[src/rtl/freq_ascii_formatter.sv]
// Latches a binary count, converts it to BCD by sequential double-dabble and streams
// "CR LF <digits> Hz" to UART_TX. Define FREQ_FMT_ZERO_SUPPRESS_EN to drop leading zeros.
module freq_ascii_formatter #(
    parameter int COUNT_WIDTH = 32,
    parameter int NUM_DIGITS  = 10
) (
    input  logic                   clk,
    input  logic                   i_Rst_L,
    input  logic                   i_start,
    input  logic [COUNT_WIDTH-1:0] i_count,
    output logic                   o_busy,
    output logic                   o_TX_DV,
    output logic [7:0]             o_TX_Byte,
    input  logic                   i_TX_Done,
    output logic                   o_done
);

    localparam int BW = 4 * NUM_DIGITS;
    localparam int NB = NUM_DIGITS + 5;
    localparam int IW = $clog2(NB);
    localparam int CW = $clog2(COUNT_WIDTH + 1);
    localparam logic [IW-1:0] LAST_IDX   = IW'(NB - 1);
    localparam logic [CW-1:0] LAST_SHIFT = CW'(COUNT_WIDTH - 1);

    typedef enum logic [1:0] {S_IDLE, S_CONVERT, S_SEND, S_WAIT} state_t;

    state_t                 state;
    logic [COUNT_WIDTH-1:0] shift_reg;
    logic [BW-1:0]          bcd;
    logic [CW-1:0]          shift_cnt;
    logic [IW-1:0]          idx;
    logic [IW-1:0]          first_digit;
    logic [IW-1:0]          next_idx;

    // One double-dabble step: add 3 to nibbles >= 5, then shift in the next binary bit.
    function automatic logic [BW-1:0] dabble(input logic [BW-1:0] b, input logic in_bit);
        logic [BW-1:0] a;
        for (int k = 0; k < NUM_DIGITS; k++) begin
            a[4*k +: 4] = (b[4*k +: 4] >= 4'd5) ? b[4*k +: 4] + 4'd3 : b[4*k +: 4];
        end
        return {a[BW-2:0], in_bit};
    endfunction

    // Byte index layout: 0 CR, 1 LF, 2..NUM_DIGITS+1 digits (MSD first), then ' ', 'H', 'z'.
    function automatic logic [7:0] byte_for(input logic [IW-1:0] i, input logic [BW-1:0] b);
        int d;
        d = int'(i) - 2;
        if (d == -2)
            return 8'h0D;
        else if (d == -1)
            return 8'h0A;
        else if (d < NUM_DIGITS)
            return 8'h30 + {4'h0, b[4*(NUM_DIGITS-1-d) +: 4]};
        else if (d == NUM_DIGITS)
            return 8'h20;
        else if (d == NUM_DIGITS + 1)
            return 8'h48;
        else
            return 8'h7A;
    endfunction

    always_comb begin
`ifdef FREQ_FMT_ZERO_SUPPRESS_EN
        // Scan from the least significant digit up so the most significant non-zero wins.
        first_digit = IW'(NUM_DIGITS + 1);
        for (int k = NUM_DIGITS - 1; k >= 0; k--) begin
            if (bcd[4*(NUM_DIGITS-1-k) +: 4] != 4'd0)
                first_digit = IW'(k + 2);
        end
`else
        first_digit = IW'(2);
`endif
        next_idx = (idx == IW'(1)) ? first_digit : idx + 1'b1;
    end

    always_ff @(posedge clk or negedge i_Rst_L) begin
        if (!i_Rst_L) begin
            state     <= S_IDLE;
            shift_reg <= '0;
            bcd       <= '0;
            shift_cnt <= '0;
            idx       <= '0;
            o_busy    <= 1'b0;
            o_TX_DV   <= 1'b0;
            o_TX_Byte <= 8'h00;
            o_done    <= 1'b0;
        end else begin
            o_TX_DV <= 1'b0;
            o_done  <= 1'b0;
            case (state)
                S_IDLE: begin
                    if (i_start) begin
                        shift_reg <= i_count;
                        bcd       <= '0;
                        shift_cnt <= '0;
                        o_busy    <= 1'b1;
                        state     <= S_CONVERT;
                    end
                end
                S_CONVERT: begin
                    shift_reg <= {shift_reg[COUNT_WIDTH-2:0], 1'b0};
                    bcd       <= dabble(bcd, shift_reg[COUNT_WIDTH-1]);
                    shift_cnt <= shift_cnt + 1'b1;
                    // The first byte is always CR, so it can be issued with the last shift.
                    if (shift_cnt == LAST_SHIFT) begin
                        idx       <= '0;
                        o_TX_Byte <= 8'h0D;
                        o_TX_DV   <= 1'b1;
                        state     <= S_SEND;
                    end
                end
                S_SEND: begin
                    state <= S_WAIT;
                end
                S_WAIT: begin
                    if (i_TX_Done) begin
                        if (idx == LAST_IDX) begin
                            o_busy <= 1'b0;
                            o_done <= 1'b1;
                            state  <= S_IDLE;
                        end else begin
                            idx       <= next_idx;
                            o_TX_Byte <= byte_for(next_idx, bcd);
                            o_TX_DV   <= 1'b1;
                            state     <= S_SEND;
                        end
                    end
                end
                default: state <= S_IDLE;
            endcase
        end
    end

endmodule

[config.mk]
export PLATFORM = sky130hd
export DESIGN_NAME = freq_ascii_formatter
export DESIGN_NICKNAME = d
export VERILOG_FILES = /design/src/rtl/freq_ascii_formatter.sv
export SDC_FILE = /design/constraint.sdc
export NUM_CORES = 1
export LEC_CHECK = 0
export ABC_AREA = 0
export ABC_CLOCK_PERIOD_IN_PS = 2900
export CAP_MARGIN = 20
export CORE_ASPECT_RATIO = 0.75
export CORE_MARGIN = 1
export CORE_UTILIZATION = 35
export CTS_CLUSTER_DIAMETER = 60
export DETAILED_ROUTE_END_ITERATION = 6
export GPL_ROUTABILITY_DRIVEN = 0
export PLACE_DENSITY_LB_ADDON = 0.25
export SYNTH_ARGS = -nofsm -noshare
export SYNTH_HDL_FRONTEND = slang
export SYNTH_SLANG_ARGS = --single-unit
[constraint.sdc]
create_clock -name clk -period 2.9 [get_ports clk]
set_input_delay 0.725 -clock clk [delete_from_list [all_inputs] [get_ports clk]]
set_output_delay 0.725 -clock clk [all_outputs]
set_load 0.02 [all_outputs]
-- Word level (Yosys, flattened, before mapping)
Cells that the tools add are included.
- output and inout bits: 11
- register bits after elaboration: 95
- word-level logic and storage cells: 105
- magnitude comparators: 11
- add/sub/neg operators: 15
- muxes and demuxes: 46
- shifts and indexed selects: 1
- reduce and logical (&&, ||, !) cells: 8
- eq/ne operators: 15
- operators by type and width (kind ; count):
    $pmux W40 S2 ; 1
    $pmux W32 S2 ; 1
    $mux W4 ; 13
    $ge A4 B3 Y1 const B ; 10
    $mux W40 ; 1
    $shiftx A40 B8 Y4 ; 1
    $add A4 B2 Y4 const B ; 9
    $mux W32 ; 1
    $mux W7 ; 4
    $mux W8 ; 3
    $pmux W8 S2 ; 1
    $mux W6 ; 2
    $pmux W6 S2 ; 1
    $eq A5 B5 Y1 const B ; 2
    $ne A2 B2 Y1 const B ; 5
    $mux W1 ; 9
    $mux W2 ; 4
    $pmux W2 S4 ; 1
    $pmux W4 S2 ; 1
    $reduce_and A4 Y1 ; 2
    $add A6 B4 Y7 const A ; 1
    $add A6 B1 Y6 const B ; 1
    $eq A6 B5 Y1 const B ; 1
    $reduce_bool A2 Y1 ; 3
    16 further kinds ; 18

-- Longest topological paths before layout
Gate-level depths: netlist of run 1.
- word-level depth: 12
- gate-level depth with buffers: 13

-- Least setup slack after synthesis of run 1
Ideal clock, no wire load.
- path kind: register to register
- start: register idx[0]
- end: register o_TX_Byte[3]
- buffers on the path: 1
- period minus slack after synthesis: 2905 ps
- data required time: 2818 ps
- stages on the path, launching flop included: 12
- slack: -5 ps
- data arrival time: 2823 ps
- cells stage by stage: dfrtp_1 > ha_1 > and2b_4 > a21o_1 > inv_1 > ha_1 > clkbuf_1 > xor2_1 > xnor3_1 > or4_1 > a32o_1 > a31oi_1
- word-level cells in the longest chain between the ends: 12
- elaborated cells between the ends (all ways): 21
- classes of those cells: add/sub: 4; order compare: 1; eq/ne: 6; shift: 1; mux: 8; reduce/logical: 1
- ends and longest elaborated chain (item ; line ; text):
    start: declaration ; 31 ; logic [IW-1:0] idx;
    start signal: assignment ; 122 ; idx <= next_idx;
    $add A4 B1 Y4 / $eq A4 B1 Y1 (equally long branches) ; 73 ; next_idx = (idx == IW'(1)) ? first_digit : idx + 1'b1;
    $mux W4 ; 73 ;
    $sub A4 B2 Y5 ; 47 ; d = int'(i) - 2;
    $sub A5 B5 Y6 ; 53 ; return 8'h30 + {4'h0, b[4*(NUM_DIGITS-1-d) +: 4]};
    $shiftx A40 B8 Y4 ; 53 ;
    $add A6 B4 Y7 ; 53 ;
    $mux W7 ; 52 ; else if (d < NUM_DIGITS)
    $mux W7 ; 50 ; else if (d == -1)
    $mux W7 ; 48 ; if (d == -2)
    $mux W8 ; 117 ; if (idx == LAST_IDX) begin
    $mux W8 ; 116 ; if (i_TX_Done) begin
    $pmux W8 S2 ; 90 ; case (state)
    end signal: assignment ; 123 ; o_TX_Byte <= byte_for(next_idx, bcd);
    end: declaration ; 13 ; output logic [7:0] o_TX_Byte,
Several ways; a longest one is shown, not always the timed one. The select of a mux whose other input is x is not followed.
A chain may end at the register's enable or synchronous reset.

-- Final worst setup path of run 1
Ends and elaborated chain as after synthesis.

==> results of run 1 <==
[metal layers]
layer / routed length (microns) / vias up / GRT usage (%)
li1: - / 2130 / -
met1: 6820 / 2188 / 26.8
met2: 5660 / 98 / 26.2
met3: 487 / 7 / 3.23
met4: 94 / 0 / 3.95
met5: 0 / - / 0
[worst reg2reg max path, stage by stage, from the launching register on]
cell and delay (ns):
dfrtp_1 0.44, ha_1 0.26, and2b_4 0.18, a21o_1 0.18, inv_1 0.10, ha_1 0.19
xor2_1 0.18, xnor3_1 0.29, or4_1 0.42, a32o_1 0.27, a31oi_1 0.16
[worst max path at each step]
| stage | end | cells after the start |
|---|---|---|
| floorplan | o_TX_Byte[3]$_DFFE_PN0P_ | 11 |
| global placement | o_TX_Byte[3]$_DFFE_PN0P_ | 10 |
| detailed placement | o_TX_Byte[3]$_DFFE_PN0P_ | 10 |
| CTS | o_TX_Byte[3]$_DFFE_PN0P_ | 10 |
| global route | o_TX_Byte[3]$_DFFE_PN0P_ | 10 |
| finish | o_TX_Byte[3]$_DFFE_PN0P_ | 10 |
[logic make-up (layout without fill, tap and decap cells)]
| kind of cell | Yosys count | in the layout |
|---|---|---|
| adders and majority gates | 28 | 28 |
| AOI/OAI and AO/OA | 227 | 227 |
| other | 1 | 1 |
| DFF | 94 | 94 |
| xor gates and xnor gates | 22 | 22 |
| and+or+nand+nor | 89 | 89 |
| buffers and inverters | 64 | 115 |
| muxes | 13 | 13 |
[power by group through the flow]
stage / Sequential [uW] / Combinational (uW) / Clock, uW
floorplan: 2320 / 2720 / 0
CTS: 2420 / 3680 / 1180
finish: 2440 / 3690 / 1150
detailed placement: 2450 / 3650 / 0
global placement: 2430 / 3530 / 0
global route: 2520 / 4140 / 1230
[final cells by class]
type / count / area share [%]
clock buffers: 11 / 3.82
well taps: 200 / 3.94
multi-input cells: 380 / 42.5
repair buffers: 69 / 10.3
clock inverters: 5 / 0.651
flip-flops and latches: 94 / 37.1
inverters: 30 / 1.77
[placed cells by master, fill, tap and decap left out, drive strengths merged, types with 3 or more instances in the layout]
| cell type | instances |
|---|---|
| nand2 | 27 |
| nor3 | 5 |
| buf | 25 |
| nor2 | 22 |
| nor4 | 3 |
| a21oi | 58 |
| ha | 28 |
| a21o | 3 |
| clkdlybuf4s50 | 44 |
| o32ai | 8 |
| mux2i | 3 |
| clkbuf | 11 |
| nand2b | 13 |
| o21ai | 40 |
| a31oi | 4 |
| o31ai | 11 |
| mux4 | 8 |
| inv | 31 |
| xor2 | 10 |
| xnor2 | 11 |
| a32o | 12 |
| dfrtp | 94 |
| nand3 | 5 |
| o22ai | 79 |
[stage by stage]
stage / area (sq um) / utilization [%]
2_1_floorplan: 5300 / -
3_3_place_gp: 6060 / 41.4
3_5_place_dp: 6060 / 41.4
4_1_cts: 6350 / 43.3
5_1_grt: 6350 / 43.3
6_report: 6350 / 43.3
==> reports/qor.yml, run 1 <==
sta:
  finalCritPeriodShare_pct: 95.2
  setup_ws_ns: 0.141
  setup_viol: 0
  finalHoldViolations: 0
  relSlewSlack_pct: 60.2
  fin_hold_ws_ns: 0.386
  fin_tns_setup_ns: 0
  clock.fmax_ghz: 0.362
  fin_skew_ns: 0.00942
  tightest_slew_ns: 0.597
  rsz0062_at_grt: "false"
  min_period_ns: 2.76
  final_max_slew_viol_count: 0
power:
  power.share.clock_pct: 15.8
  p_leak_uw: 0.00273
  ir_worst_vdd_uv: 419
  seqPwrFrac_pct: 33.5
  power.total_uw: 7280
  comb_power_share_pct: 50.7
  swShare_pct: 42.1
  intPower_uw: 4220
  p_sw_uw: 3060
  powerDensity_nw_per_um2: 1150
layout:
  num_antenna_cells: 0
  largest_reg_flops: 40
  fill_cells: 1417
  instances_no_fill: 789
  multi_input_area_sq_um: 2700
  ff_latch_area_sq_um: 2350
  layout-drive-gt1-share_pct: 9.00
  syn2layout_area_growth_pct: 19.7
  finalNetCount: 648
floorplanning:
  core_sq_um: 14600
  start_util_pct: 36.2
  die_y_microns: 109
  dieWidth_microns: 144
  dieArea_sq_um: 15600
  rows: 38
  ios: 47
synth:
  synth_area_leaders: "dfrtp_1, o22ai_1, ha_1"
  synthAdderAreaFrac_pct: 6.61
  synth_edf_count: 0
  mappedNetlistArea_sq_um: 5300
  synth-xor-area-share_pct: 4.25
  synth_compound_area_share_pct: 26.6
  syn_avg_cell_area_sq_um: 9.85
  synth_top_family_by_area: "compound AO/OA/AOI/OAI gates"
  yosysTopAreaCellShare_pct: 44.4
  synthMuxAreaShare_pct: 4.89
  ys_ff_latch: 94
  netlist_instances: 538
  synth_nets: 602
  synth_area_leader_cell: "dfrtp_1"
  synth.distinct_cells: 56
  yosysSeqAreaShare_pct: 44.4
  synth_simple_gate_area_share_pct: 8.31
  async_flop_share_pct: 100
  synthTopCellsByCount: "dfrtp_1, o22ai_1, a21oi_1"
  ys.flop_type: "dfrtp_1"
  yosysWarnings: 0
  synth.most_common_cell: "dfrtp_1"
route:
  wirelength_microns: 13100
  viasPerCell: 5.61
  num_vias: 4423
  initialDrtViolationCount: 394
  antenna_left: 0
  firstDrtPassIters: 5
  drc_errors: 0
  avgRoutedWirePerCell_microns: 16.6
cts:
  clockRootBuffer: "clkbuf_16"
  postCtsResizedCells: 0
  h-tree-depth: 3
  cts_num_sinks: 94
  cts.path.max_buffers: 2
  holdBufCountCts: 0
  clock_latency_ns: 0.34
  clk_pin_slew_ns: 0.07
  cts_tree: "yes"
  post_cts_buffers: 0
  numCtsBuffers: 9
global_route:
  overflow: 0
  antenna_found_initial: 0
  grt_usage_pct: 17.8
  grt_max_degree: 52
  grt_pass1_wl_microns: 21800
  grt_pass1_vias: 4166
setup_path:
  critPathLaunchType: "register"
  crit_buf_inv: 1
  crit_arrival_ns: 3.02
  crit_required_ns: 3.16
  end_kind: "register"
  r2r-end: "o_TX_Byte[3]$_DFFE_PN0P_"
  critPathTopFamily: "compound AO/OA/AOI/OAI gates"
  crit_path_cell_trace: "ha_1, and2b_4, a21o_1, inv_1, ha_1, xor2_1, xnor3_1, or4_1, a32o_1, a31oi_1"
  crit_slowest_cell: "dfrtp_1"
  path_class: "reg -> reg"
  regToRegSetupSlack_ns: 0.14
  critPathMaxFanout: 6
  cpMostUsedCell: "ha_1"
  critPathLaunch: "idx[0]$_DFFE_PN0P_"
  timing.rr.start: "idx[0]$_DFFE_PN0P_"
  reg2reg_depth: 10
  cp_slowest_stage_delay_ns: 0.44
place:
  place_ws_ns: 0.175
  hpwl_microns: 8970
  dpl.cell_count: 773
  portBuffers: 45
min_path:
  hold_class: "in -> async"
run_status:
  status: "finished clean"
run:
  max_cap_violations: 0
No activity file was read; power rests on OpenSTA's default activity.
==> run 2: changes to the inputs <==
- HOLD_SLACK_MARGIN: unset -> 0.08
- SLEW_MARGIN: unset -> 20
==> results of run 2 <==
The final DEF is identical to that of run 1; final timing and power are the same.
